### config.mk
export PLATFORM = sky130hd
export DESIGN_NAME = cmp_result_filter
export DESIGN_NICKNAME = d
export VERILOG_FILES = /design/src/rtl/cmp_pkg.sv /design/src/rtl/cmp_result_filter_sat_counter.sv /design/src/rtl/cmp_result_filter.sv
export SDC_FILE = /design/constraint.sdc
export NUM_CORES = 1
export LEC_CHECK = 0
export BUFFER_PORTS_ARGS = -buffer_cell sky130_fd_sc_hd__buf_2
export CAP_MARGIN = 10
export CORE_UTILIZATION = 56
export CTS_CLUSTER_DIAMETER = 100
export DETAILED_ROUTE_END_ITERATION = 16
export GPL_ROUTABILITY_DRIVEN = 0
export GPL_TIMING_DRIVEN = 0
export MAX_ROUTING_LAYER = met4
export PLACE_DENSITY = 0.84
export SLEW_MARGIN = 20
export SYNTH_ARGS = -nofsm -noshare
export SYNTH_HDL_FRONTEND = slang
export SYNTH_SLANG_ARGS = --single-unit
### constraint.sdc
create_clock -name clk -period 2.63 [get_ports clk]
set_clock_uncertainty 0.05 [all_clocks]
set_input_delay 0.789 -clock clk [delete_from_list [all_inputs] [get_ports clk]]
set_output_delay 0.789 -clock clk [all_outputs]
set_load 0.1 [all_outputs]
### src/rtl/cmp_pkg.sv
// -----------------------------------------------------------------------------
// cmp_pkg
// Shared types and helpers for the comparator result filter.
//   rel_e          : 2-bit relation encoding (NONE/EQ/LT/GT)
//   state_e        : qualification FSM states (IDLE/TRACK/LOCKED)
//   dec_t          : decoded sample (relation plus malformed flag)
//   onehot3_decode : maps the three comparator flags to a dec_t
// -----------------------------------------------------------------------------
package cmp_pkg;

    localparam int REL_W = 2;

    typedef enum logic [REL_W-1:0] {
        REL_NONE = 2'b00,
        REL_EQ   = 2'b01,
        REL_LT   = 2'b10,
        REL_GT   = 2'b11
    } rel_e;

    typedef enum logic [1:0] {
        IDLE   = 2'b00,
        TRACK  = 2'b01,
        LOCKED = 2'b10
    } state_e;

    typedef struct packed {
        rel_e rel;
        logic bad;
    } dec_t;

    // Exactly one flag high gives a relation; anything else is malformed.
    function automatic dec_t onehot3_decode(input logic eq, input logic lt, input logic gt);
        dec_t r;
        r.rel = REL_NONE;
        r.bad = 1'b1;
        case ({eq, lt, gt})
            3'b100: begin
                r.rel = REL_EQ;
                r.bad = 1'b0;
            end
            3'b010: begin
                r.rel = REL_LT;
                r.bad = 1'b0;
            end
            3'b001: begin
                r.rel = REL_GT;
                r.bad = 1'b0;
            end
            default: begin
                r.rel = REL_NONE;
                r.bad = 1'b1;
            end
        endcase
        return r;
    endfunction

endpackage

### src/rtl/cmp_result_filter_sat_counter.sv
// -----------------------------------------------------------------------------
// sat_counter
// Saturating up-counter with synchronous clear and load.
// Priority: clr_i > ld_i > inc_i. Increment stops at max_i (never wraps).
// Ports:
//   clk, rst_n   : clock, asynchronous active-low reset (count -> 0)
//   clr_i        : synchronous clear to zero
//   ld_i/ld_val_i: synchronous load of ld_val_i
//   inc_i        : increment request
//   max_i        : saturation limit
//   cnt_o        : registered count
// -----------------------------------------------------------------------------
module sat_counter #(
    parameter int WIDTH = 8
) (
    input  logic             clk,
    input  logic             rst_n,
    input  logic             clr_i,
    input  logic             ld_i,
    input  logic [WIDTH-1:0] ld_val_i,
    input  logic             inc_i,
    input  logic [WIDTH-1:0] max_i,
    output logic [WIDTH-1:0] cnt_o
);

    logic [WIDTH-1:0] cnt_q;
    logic [WIDTH-1:0] cnt_d;

    // Next count: clear, load, saturating increment, or hold.
    always_comb begin
        cnt_d = cnt_q;
        if (clr_i) begin
            cnt_d = '0;
        end else if (ld_i) begin
            cnt_d = ld_val_i;
        end else if (inc_i && (cnt_q < max_i)) begin
            cnt_d = cnt_q + {{(WIDTH-1){1'b0}}, 1'b1};
        end else begin
            cnt_d = cnt_q;
        end
    end

    // Count register.
    always_ff @(posedge clk or negedge rst_n) begin
        if (!rst_n) begin
            cnt_q <= '0;
        end else begin
            cnt_q <= cnt_d;
        end
    end

    assign cnt_o = cnt_q;

endmodule

### src/rtl/cmp_result_filter.sv
// -----------------------------------------------------------------------------
// cmp_result_filter
// Debounces the comparator's one-hot EQ/LT/GT flags: a relation is reported
// on stable_rel only after STABLE_CNT consecutive valid matching samples
// (gaps with in_valid=0 do not break a run). Malformed samples set a sticky
// fmt_err and restart qualification from IDLE.
// Ports:
//   clk, rst_n          : clock, asynchronous active-low reset
//   in_valid            : qualifies eq_in/lt_in/gt_in
//   eq_in, lt_in, gt_in : comparator flags
//   stable_rel          : accepted relation (00 none, 01 EQ, 10 LT, 11 GT)
//   rel_valid           : stable_rel holds an accepted relation
//   rel_change          : one-cycle pulse when stable_rel takes a new value
//   fmt_err             : sticky malformed-sample flag
//   err_clr             : synchronous clear of fmt_err (a same-cycle BAD wins)
// Optional (macro CMP_FILT_STATS_EN):
//   stats_clr           : synchronous clear of the statistics counters
//   eq_cnt/lt_cnt/gt_cnt/bad_cnt : saturating per-class sample counts
// -----------------------------------------------------------------------------
module cmp_result_filter
    import cmp_pkg::*;
#(
    parameter int STABLE_CNT = 4,
    parameter int CNT_W      = 8
) (
    input  logic             clk,
    input  logic             rst_n,
    input  logic             in_valid,
    input  logic             eq_in,
    input  logic             lt_in,
    input  logic             gt_in,
    output logic [1:0]       stable_rel,
    output logic             rel_valid,
    output logic             rel_change,
    output logic             fmt_err,
    input  logic             err_clr
`ifdef CMP_FILT_STATS_EN
    ,
    input  logic             stats_clr,
    output logic [CNT_W-1:0] eq_cnt,
    output logic [CNT_W-1:0] lt_cnt,
    output logic [CNT_W-1:0] gt_cnt,
    output logic [CNT_W-1:0] bad_cnt
`endif
);

    localparam logic [CNT_W-1:0] RUN_MAX_C  = CNT_W'(STABLE_CNT);
    localparam logic [CNT_W:0]   RUN_GOAL_C = (CNT_W+1)'(STABLE_CNT);
    localparam logic [CNT_W-1:0] RUN_ONE_C  = CNT_W'(1);
    localparam bit               ONE_SHOT_C = (STABLE_CNT == 1);

    state_e           state_q, state_d;
    rel_e             cand_q, cand_d;
    rel_e             stable_q, stable_d;
    logic             rel_valid_q, rel_valid_d;
    logic             rel_change_q, rel_change_d;
    logic             fmt_err_q, fmt_err_d;

    dec_t             dec_s;
    logic [CNT_W-1:0] run_s;
    logic             run_clr_s;
    logic             run_ld_s;
    logic             run_inc_s;
    logic             restart_s;
    logic             accept_s;
    rel_e             accept_rel_s;

    assign dec_s = onehot3_decode(eq_in, lt_in, gt_in);

    // Run length of the current candidate; saturates at STABLE_CNT.
    sat_counter #(.WIDTH(CNT_W)) u_run_cnt (
        .clk      (clk),
        .rst_n    (rst_n),
        .clr_i    (run_clr_s),
        .ld_i     (run_ld_s),
        .ld_val_i (RUN_ONE_C),
        .inc_i    (run_inc_s),
        .max_i    (RUN_MAX_C),
        .cnt_o    (run_s)
    );

    // Qualification FSM: next state, candidate, accepted relation and flags.
    always_comb begin
        state_d      = state_q;
        cand_d       = cand_q;
        stable_d     = stable_q;
        rel_valid_d  = rel_valid_q;
        rel_change_d = 1'b0;
        fmt_err_d    = fmt_err_q;
        run_clr_s    = 1'b0;
        run_ld_s     = 1'b0;
        run_inc_s    = 1'b0;
        restart_s    = 1'b0;
        accept_s     = 1'b0;
        accept_rel_s = cand_q;

        if (err_clr) begin
            fmt_err_d = 1'b0;
        end else begin
            fmt_err_d = fmt_err_q;
        end

        if (in_valid) begin
            if (dec_s.bad) begin
                // Set beats err_clr; accepted relation is left untouched.
                fmt_err_d = 1'b1;
                run_clr_s = 1'b1;
                state_d   = IDLE;
            end else begin
                case (state_q)
                    IDLE: begin
                        restart_s = 1'b1;
                    end
                    TRACK: begin
                        if (dec_s.rel == cand_q) begin
                            run_inc_s = 1'b1;
                            // This sample completes the run when run+1 reaches the goal.
                            if (({1'b0, run_s} + {{CNT_W{1'b0}}, 1'b1}) >= RUN_GOAL_C) begin
                                accept_s     = 1'b1;
                                accept_rel_s = cand_q;
                            end else begin
                                accept_s = 1'b0;
                            end
                        end else begin
                            restart_s = 1'b1;
                        end
                    end
                    LOCKED: begin
                        if (dec_s.rel == stable_q) begin
                            restart_s = 1'b0;
                        end else begin
                            restart_s = 1'b1;
                        end
                    end
                    default: begin
                        run_clr_s = 1'b1;
                        state_d   = IDLE;
                    end
                endcase
            end
        end else begin
            state_d = state_q;
        end

        // A new candidate starts a run of one; with STABLE_CNT==1 that is already enough.
        if (restart_s) begin
            cand_d   = dec_s.rel;
            run_ld_s = 1'b1;
            if (ONE_SHOT_C) begin
                accept_s     = 1'b1;
                accept_rel_s = dec_s.rel;
            end else begin
                state_d = TRACK;
            end
        end else begin
            cand_d = cand_d;
        end

        if (accept_s) begin
            stable_d     = accept_rel_s;
            rel_valid_d  = 1'b1;
            rel_change_d = (accept_rel_s != stable_q);
            state_d      = LOCKED;
        end else begin
            stable_d = stable_d;
        end
    end

    // FSM and output registers.
    always_ff @(posedge clk or negedge rst_n) begin
        if (!rst_n) begin
            state_q      <= IDLE;
            cand_q       <= REL_NONE;
            stable_q     <= REL_NONE;
            rel_valid_q  <= 1'b0;
            rel_change_q <= 1'b0;
            fmt_err_q    <= 1'b0;
        end else begin
            state_q      <= state_d;
            cand_q       <= cand_d;
            stable_q     <= stable_d;
            rel_valid_q  <= rel_valid_d;
            rel_change_q <= rel_change_d;
            fmt_err_q    <= fmt_err_d;
        end
    end

    assign stable_rel = stable_q;
    assign rel_valid  = rel_valid_q;
    assign rel_change = rel_change_q;
    assign fmt_err    = fmt_err_q;

`ifdef CMP_FILT_STATS_EN
    localparam logic [CNT_W-1:0] STAT_MAX_C = {CNT_W{1'b1}};
    localparam logic [CNT_W-1:0] ZERO_C     = {CNT_W{1'b0}};

    logic eq_inc_s;
    logic lt_inc_s;
    logic gt_inc_s;
    logic bad_inc_s;

    assign eq_inc_s  = in_valid & ~dec_s.bad & (dec_s.rel == REL_EQ);
    assign lt_inc_s  = in_valid & ~dec_s.bad & (dec_s.rel == REL_LT);
    assign gt_inc_s  = in_valid & ~dec_s.bad & (dec_s.rel == REL_GT);
    assign bad_inc_s = in_valid &  dec_s.bad;

    sat_counter #(.WIDTH(CNT_W)) u_eq_cnt (
        .clk(clk), .rst_n(rst_n), .clr_i(stats_clr), .ld_i(1'b0), .ld_val_i(ZERO_C),
        .inc_i(eq_inc_s), .max_i(STAT_MAX_C), .cnt_o(eq_cnt)
    );
    sat_counter #(.WIDTH(CNT_W)) u_lt_cnt (
        .clk(clk), .rst_n(rst_n), .clr_i(stats_clr), .ld_i(1'b0), .ld_val_i(ZERO_C),
        .inc_i(lt_inc_s), .max_i(STAT_MAX_C), .cnt_o(lt_cnt)
    );
    sat_counter #(.WIDTH(CNT_W)) u_gt_cnt (
        .clk(clk), .rst_n(rst_n), .clr_i(stats_clr), .ld_i(1'b0), .ld_val_i(ZERO_C),
        .inc_i(gt_inc_s), .max_i(STAT_MAX_C), .cnt_o(gt_cnt)
    );
    sat_counter #(.WIDTH(CNT_W)) u_bad_cnt (
        .clk(clk), .rst_n(rst_n), .clr_i(stats_clr), .ld_i(1'b0), .ld_val_i(ZERO_C),
        .inc_i(bad_inc_s), .max_i(STAT_MAX_C), .cnt_o(bad_cnt)
    );
`endif

endmodule

==> impl_metrics.env <==
export IMPL_ys_seq_elements=17
export IMPL_p_leak_nw=0.483
export IMPL_drcViolationCount=0
export IMPL_area_delta_synth_final_pct=10.1
export IMPL_layout_commonest_cell="dfrtp_1"
export IMPL_max_freq_ghz=0.426
export IMPL_std_cell_rows=14
export IMPL_grt_overflow=0
export IMPL_dr_pass1_iters=4
export IMPL_clockRootBuffer="clkbuf_4"
export IMPL_ys_async_sr_fraction_pct=100
export IMPL_status="complete, no violations"
export IMPL_fp_dieH_um=44.3
export IMPL_h_tree_depth=1
export IMPL_syn_area_per_cell_um2=10.5
export IMPL_path_max_fanout=10
export IMPL_synth_area_um2=1000
export IMPL_die_area_um2=1970
export IMPL_synth_top_family_by_area="compound AO/OA/AOI/OAI gates"
export IMPL_synth_cell_types=44
export IMPL_yosys_area_share_simple_pct=18.8
export IMPL_clk_pin_slew_worst_paths_ps=90
export IMPL_fin_crit_ps=2350
export IMPL_totalWireLength_um=1890
export IMPL_cts_tree="yes"
export IMPL_report_power_total_mw=0.567
export IMPL_muxShareOfSynthArea_pct=5.74
export IMPL_slew_viol_final=0
export IMPL_post_cts_resized=0
export IMPL_n_antenna_cell=0
export IMPL_multi_input_area_um2=523
export IMPL_reg2reg_depth=6
export IMPL_nets=118
export IMPL_hold_buffers=0
export IMPL_final_layout_size_suffix_gt1_share_pct=22.9
export IMPL_synth_xor_area_share_pct=3.49
export IMPL_whs_ps=356
export IMPL_peakVddDrop_v=0.000499
export IMPL_drt_iter0_drc=14
export IMPL_ys_warn_count=0
export IMPL_die_w_um=44.3
export IMPL_dp_cells=129
export IMPL_grt_setup_unrepaired="false"
export IMPL_grt_pass1_vias=737
export IMPL_syn_num_nets=104
export IMPL_yosysSeqAreaShare_pct=42.4
export IMPL_final_cell_mix="dfrtp_1 (17), buf_2 (10), inv_1 (6), nor2b_1 (6), nand2b_1 (5)"
export IMPL_clockBufferDepth=2
export IMPL_post_cts_buffers=0
export IMPL_synth_compound_gate_area_share_pct=21.7
export IMPL_dp_hpwl_um=1390
export IMPL_worstMarginPinSlew_ps=479
export IMPL_grt_max_degree=18
export IMPL_place_area_um2=1080
export IMPL_seq_area_um2=425
export IMPL_vias_per_cell=6.00
export IMPL_fin_cells=133
export IMPL_start_util_pct=63.0
export IMPL_finalHoldViolations=0
export IMPL_syn_inst=96
export IMPL_wl_per_cell_um=14.2
export IMPL_clk_latency_ps=290
export IMPL_numPortBuffers=9
export IMPL_grt_pass1_wl_um=3180
export IMPL_cp_end_kind="register"
export IMPL_cap_violations=0
export IMPL_hp_class="in -> async"
export IMPL_antenna_found_initial=0
export IMPL_crit_arrival_ps=2470
export IMPL_worst_setup_path_type="in -> reg"
export IMPL_synthAdderAreaFrac_pct=2.37
export IMPL_relSlewSlack_pct=68.0
export IMPL_numCtsBuffers=3
export IMPL_worstPathRequired_ps=2750
export IMPL_clock_sinks=17
export IMPL_synth_edf_count=0
export IMPL_antenna_left=0
export IMPL_start_kind="input port"
export IMPL_post_route_period_util_pct=89.2
export IMPL_synth_main_ff_cell="dfrtp_1"
export IMPL_num_io_pins=12
export IMPL_cellPowerDensity_nw_per_um2=513
export IMPL_grt_use_total_pct=23.1
export IMPL_via_count=798
export IMPL_fill_cells=130
export IMPL_final_area_um2=1100
export IMPL_setup_viol=0
export IMPL_core_area_um2=1590
==> kinds of logic after synthesis <==
family	Yosys count
xor gates and xnor gates	4
AOI/OAI and AO/OA	26
and+or+nand+nor	31
muxes	5
buffers and inverters	11
adders and majority gates	2
DFF	17
==> flip-flops by register name, indices dropped and copies added (netlist names) <==
signal           count
cand_q               2
fmt_err              1
rel_change           1
rel_valid            1
stable_rel           2
state_q              2
u_run_cnt.cnt_o      8
==> critical path: stages <==
cell      delay, ps
buf_2           110
buf_4           160
nand4b_1        180
o31a_1          160
o32a_4          400
a211oi_4        340
mux2_4          330
==> metrics by stage <==
step | TNS [ps] | util, % | setup WS, ps
final | 0 | 69.3 | 283
after global routing | 0 | 69.3 | 262
after CTS | 0 | 69.3 | 302
after detailed placement | -1.48 | 67.7 | -1.48
after global placement | 0 | 67.7 | 34.9
after floorplan | 0 | - | 201
==> Yosys cell counts (2+ instances only) <==
cell,n,area [µm²]
dfrtp_1,17,425
inv_1,6,22.5
nor2b_1,6,37.5
nand2b_1,5,31.3
nand2_1,4,15.0
o21ai_0,4,20.0
a21oi_1,3,15.0
nand3_1,3,15.0
nor2_1,3,11.3
xnor2_1,3,26.3
a211o_1,2,17.5
a31oi_1,2,12.5
mux2i_1,2,20.0
nand4b_1,2,17.5
o221ai_1,2,17.5
o22ai_1,2,12.5
or3_1,2,12.5
or4_1,2,15.0
==> layer usage <==
metal / wire length, µm / share of wire (%) / vias to the layer above / GRT usage, %
met4: 42 / 2.2 / 0 / 12.1
li1: - / - / 375 / -
met1: 870 / 46 / 395 / 27.9
met5: 0 / 0 / - / -
met3: 74 / 3.9 / 4 / 4.49
met2: 904 / 48 / 24 / 36.5
==> power breakdown <==
group,switching (mW),total [mW],internal (mW)
Clock,0.0767,0.136,0.0589
Combinational,0.0830,0.141,0.0576
Sequential,0.0157,0.291,0.275
==> final cells by class <==
| class | instances | area share, % |
|---|---|---|
| Multi-Input combinational cell | 68 | 47.3 |
| Clock buffer | 4 | 2.38 |
| Timing Repair Buffer | 9 | 4.08 |
| Buffer | 5 | 2.94 |
| Tap cell | 24 | 2.72 |
| Inverter | 6 | 2.04 |
| Sequential cell | 17 | 38.5 |
==> final timing paths <==
path | start | to | slack, ps
setup reg to reg | cand_q[1] | stable_rel[1] | 470
max in group asynchronous | rst_n | cand_q[1] | 1890
setup / recovery | lt_in | stable_rel[1] | 280
hold reg to reg | rel_valid | rel_valid | 430
hold / removal | rst_n | fmt_err | 360
min in group clk | rel_valid | rel_valid | 430
Note: power is estimated with default switching activity, not from simulation.
